$ cat src/rtl/add_sub_serial.sv
// Digit-serial adder/subtractor: WIDTH-bit operands consumed DIGIT bits per cycle, LSD first,
// driven by a start/done handshake with registered result, carry-out and signed overflow.
module add_sub_serial #(
   parameter int WIDTH = 8,
   parameter int DIGIT = 1
) (
   input  logic             clk,
   input  logic             rst_n,
   input  logic             start,
   input  logic             sub,
   input  logic [WIDTH-1:0] a,
   input  logic [WIDTH-1:0] b,
   output logic [WIDTH-1:0] out,
   output logic             cout,
   output logic             ovf,
   output logic             busy,
   output logic             done
);

   localparam int N  = WIDTH / DIGIT;
   localparam int CW = (N > 1) ? $clog2(N) : 1;

   typedef enum logic [1:0] {
      S_IDLE,
      S_LOAD,
      S_ADD,
      S_DONE
   } state_t;

   state_t                 r_state;
   state_t                 w_next;
   logic [WIDTH-1:0]       r_a;
   logic [WIDTH-1:0]       r_b;
   logic [WIDTH-1:0]       r_out;
   logic                   r_carry;
   logic                   r_cout;
   logic                   r_ovf;
   logic [CW-1:0]          r_count;
   logic [DIGIT:0]         w_sum;
   logic [WIDTH+DIGIT-1:0] w_out_cat;
   logic                   w_last;
   logic                   w_capture;

   assign w_sum     = {1'b0, r_a[DIGIT-1:0]} + {1'b0, r_b[DIGIT-1:0]} + {{DIGIT{1'b0}}, r_carry};
   // New digit enters at the top; the slice also covers DIGIT == WIDTH without an empty range.
   assign w_out_cat = {w_sum[DIGIT-1:0], r_out};
   assign w_last    = (r_count == CW'(N - 1));
   assign w_capture = start && ((r_state == S_IDLE) || (r_state == S_DONE));

   // NOTE: next state gets a default before the case so no path leaves it unassigned (no latch).
   always_comb begin
      w_next = r_state;
      case (r_state)
         S_IDLE:  if (start) w_next = S_LOAD;
         S_LOAD:  w_next = S_ADD;
         S_ADD:   if (w_last) w_next = S_DONE;
         S_DONE:  if (start) w_next = S_LOAD;
         default: w_next = S_IDLE;
      endcase
   end

   // NOTE: registers use non-blocking assignments so every flop samples pre-edge values.
   always_ff @(posedge clk or negedge rst_n) begin
      if (!rst_n) begin
         r_state <= S_IDLE;
      end else begin
         r_state <= w_next;
      end
   end

   always_ff @(posedge clk or negedge rst_n) begin
      if (!rst_n) begin
         r_a     <= '0;
         r_b     <= '0;
         r_out   <= '0;
         r_carry <= 1'b0;
         r_cout  <= 1'b0;
         r_ovf   <= 1'b0;
         r_count <= '0;
      end else if (w_capture) begin
         r_a     <= a;
         r_b     <= sub ? ~b : b;
         r_carry <= sub;
         r_count <= '0;
         r_out   <= '0;
         r_cout  <= 1'b0;
         r_ovf   <= 1'b0;
      end else if (r_state == S_ADD) begin
         r_out   <= w_out_cat[WIDTH+DIGIT-1:DIGIT];
         r_a     <= r_a >> DIGIT;
         r_b     <= r_b >> DIGIT;
         r_carry <= w_sum[DIGIT];
         r_count <= r_count + CW'(1);
         if (w_last) begin
            r_cout <= w_sum[DIGIT];
            r_ovf  <= (r_a[DIGIT-1] == r_b[DIGIT-1]) && (w_sum[DIGIT-1] != r_a[DIGIT-1]);
         end
      end
   end

   assign out  = r_out;
   assign cout = r_cout;
   assign ovf  = r_ovf;
   assign busy = (r_state == S_LOAD) || (r_state == S_ADD);
   assign done = (r_state == S_DONE);

endmodule

$ cat config.mk
export PLATFORM = sky130hd
export DESIGN_NAME = add_sub_serial
export DESIGN_NICKNAME = d
export VERILOG_FILES = /design/src/rtl/add_sub_serial.sv
export SDC_FILE = /design/constraint.sdc
export NUM_CORES = 1
export LEC_CHECK = 0
export CORE_MARGIN = 2
export CORE_UTILIZATION = 46
export CTS_CLUSTER_SIZE = 14
export DETAILED_ROUTE_END_ITERATION = 8
export GPL_ROUTABILITY_DRIVEN = 0
export GPL_TIMING_DRIVEN = 0
export PLACE_DENSITY = 0.75
export SLEW_MARGIN = 20
export SYNTH_ARGS = -nofsm -noshare
export SYNTH_HDL_FRONTEND = slang
export SYNTH_SLANG_ARGS = --single-unit
$ cat constraint.sdc
create_clock -name clk -period 1.54 [get_ports clk]
set_input_delay 0.308 -clock clk [delete_from_list [all_inputs] [get_ports clk]]
set_output_delay 0.308 -clock clk [all_outputs]
set_load 0.005 [all_outputs]
==> impl_metrics.json <==
{
  "hold_viol_final": 0,
  "numCtsBuffers": 5,
  "routed_wirelength_mm": 3.67,
  "core_area_sq_um": 3360,
  "violations": "setup timing",
  "worst_pin_slew_ns": 0.696,
  "clkTransAtPathRegs_ns": 0.10,
  "grt_pass1_vias": 1277,
  "yosys-top-cells-area": "dfrtp_1, mux2i_1, nand2_1, ha_1, xor2_1",
  "root_buffer": "clkbuf_4",
  "stdcell_count": 253,
  "ctsHtreeMaxLevel": 2,
  "numClockSinks": 32,
  "synth.most_common_cell": "dfrtp_1",
  "layout.nets": 233,
  "powerDensity_nw_per_um2": 1780,
  "power.leakage_nw": 1.16,
  "port_buffers": 30,
  "track_usage_pct": 18.6,
  "syn_area_per_cell_sq_um": 10.7,
  "slew_headroom_pct": 53.6,
  "fmax_mhz": 640,
  "worst_skew_pair.late_latency_ns": 0.33,
  "worstPathMaxFanout": 7,
  "worstPathRequired_ns": 1.75,
  "path_class": "flip-flop to flip-flop",
  "grt_pass1_wl_mm": 5.84,
  "die_area_sq_um": 4010,
  "multi_input_area_sq_um": 771,
  "ys_seq_elements": 32,
  "rsz0062_at_grt": "true",
  "setup_violations": 3,
  "synth_top_area_share_pct": 49.4,
  "synthFlopType": "dfrtp_1",
  "grt_max_degree": 33,
  "timing.final.crit_period_ns": 1.56,
  "clockBufferDepth": 2,
  "maxCapViolCount": 0,
  "synth-edff-count": 0,
  "netlist_instances": 152,
  "io_pins": 32,
  "place_hpwl_mm": 2.26,
  "cts_tree": "done",
  "fin_crit_sh_pct": 101,
  "async_flop_share_pct": 100,
  "rows": 21,
  "hp-class": "primary input to async pin",
  "yosys.area.top_type": "dfrtp_1",
  "overflow": 0,
  "antenna_found_initial": 0,
  "ys_seq_area_share_pct": 49.4,
  "area_delta_synth_final_pct": 42.2,
  "dieHeight_microns": 63.4,
  "synthTopCellsByCount": "dfrtp_1, mux2i_1, nand2_1",
  "dp_cells": 228,
  "vdd_drop_max_mv": 0.820,
  "skew_ns": 0.0136,
  "cp.arrival_ns": 1.78,
  "wire_per_inst_microns": 14.5,
  "via_per_inst": 5.02,
  "drt_pass1_iterations": 4,
  "drive_gt1_share_pct": 27.1,
  "syn_nets": 178,
  "synthesis.area_sq_um": 1620,
  "drtAntennaViolNets": 0,
  "cp-start-kind": "flip-flop",
  "holdBufCountCts": 0,
  "whs_ns": 0.00633,
  "die_w_microns": 63.4,
  "ys.warnings.count": 0,
  "n_fill_cell": 282,
  "drt-initial-drc-count": 35,
  "finalMaxSlewViolations": 0,
  "start_util_pct": 48.2,
  "end_kind": "flip-flop",
  "fin_ws_ns": -0.0215,
  "diodes": 0,
  "status": "finished with violations",
  "register_area_sq_um": 801,
  "drc": 0,
  "synth.distinct_cells": 23,
  "via_count": 1271
}
==> logic make-up after synthesis <==
family	Yosys count	synth area share, %
buffers and inverters	17	7.26
DFF	32	49.4
xor gates and xnor gates	9	4.87
muxes	24	14.8
adders and majority gates	6	5.10
AOI/OAI and AO/OA	23	7.26
and+or+nand+nor	41	11.3
==> repair_timing <==
item	CTS	global route
endpoints found under the setup margin	7	41
gates resized for setup	16	27
pin swaps	1	6
setup buffers	8	7
cloned	0	4
==> where the power goes <==
part | switching, mW | total [mW] | internal (mW)
combinational | 1.07 | 2.31 | 1.24
sequential | 0.196 | 1.35 | 1.15
clock | 0.271 | 0.439 | 0.168
total | 1.54 | 4.10 | 2.56
==> final timing paths <==
kind	endpoint	start	cells past startpoint	slack, ns
setup reg to reg	r_b[1]	r_state[0]	8	-0.02
max in group asynchronous	r_a[0]	rst_n	1	1.07
hold / removal	r_count[2]	rst_n	1	0.006
min in group clk	r_carry	sub	3	0.35
setup / recovery	r_b[1]	r_state[0]	8	-0.02
hold reg to reg	r_a[7]	r_a[7]	2	0.54
==> sequential cells by signal (all words and copies together) (netlist names) <==
register	flops
r_a	8
ovf	1
r_b	8
r_carry	1
r_count	3
r_state	2
out	8
cout	1
==> final cells by class <==
cell class / instances / share of cell area (%)
plain buffers: 9 / 4.29
clock buffers: 6 / 1.79
clock inverters: 1 / 0.217
inverters: 7 / 1.25
multi-input cells: 104 / 33.5
flip-flops and latches: 32 / 34.8
well taps: 46 / 2.50
repair buffers: 48 / 21.7
==> cell usage in the layout (no fill, tap or decap), drive strengths merged, types with 2 or more instances in the layout <==
cell	n
nand3b	2
dfrtp	32
and2	2
o21ai	19
buf	27
ha	5
nand2	21
clkbuf	9
clkdlybuf4s50	20
nor3	3
nor2	11
xor2	7
dlymetal6s2s	7
mux2i	24
xnor2	2
inv	7
a21oi	3
==> through the flow <==
step	setup WS, ns	util (%)	power (mW)	setup TNS (ns)	instance area [sq um]
6_report	-0.0215	68.5	4.10	-0.0347	2300
5_1_grt	-0.0736	68.5	4.43	-0.777	2300
4_1_cts	-0.0127	62.3	3.60	-0.0364	2100
3_5_place_dp	-0.114	58.7	3.02	-0.145	1970
3_3_place_gp	-0.390	58.8	2.93	-12.53	1980
2_1_floorplan	0.0714	-	2.51	0	1620
==> layer usage <==
metal / track usage (%) / wire, microns / vias up
met5: 0 / 0 / -
met4: 6.52 / 70 / 0
met3: 5.54 / 131 / 9
met2: 32.4 / 1900 / 29
met1: 21.8 / 1560 / 614
li1: - / - / 619
==> worst max-delay path: stages, from the launching register on <==
cell and delay (ns):
dfrtp_1 0.40, buf_6 0.12, inv_4 0.05, ha_4 0.20
buf_4 0.15, and2_4 0.22, clkbuf_16 0.17, nand2_1 0.06
o21ai_1 0.07
Power figures use the tool's default switching activity.
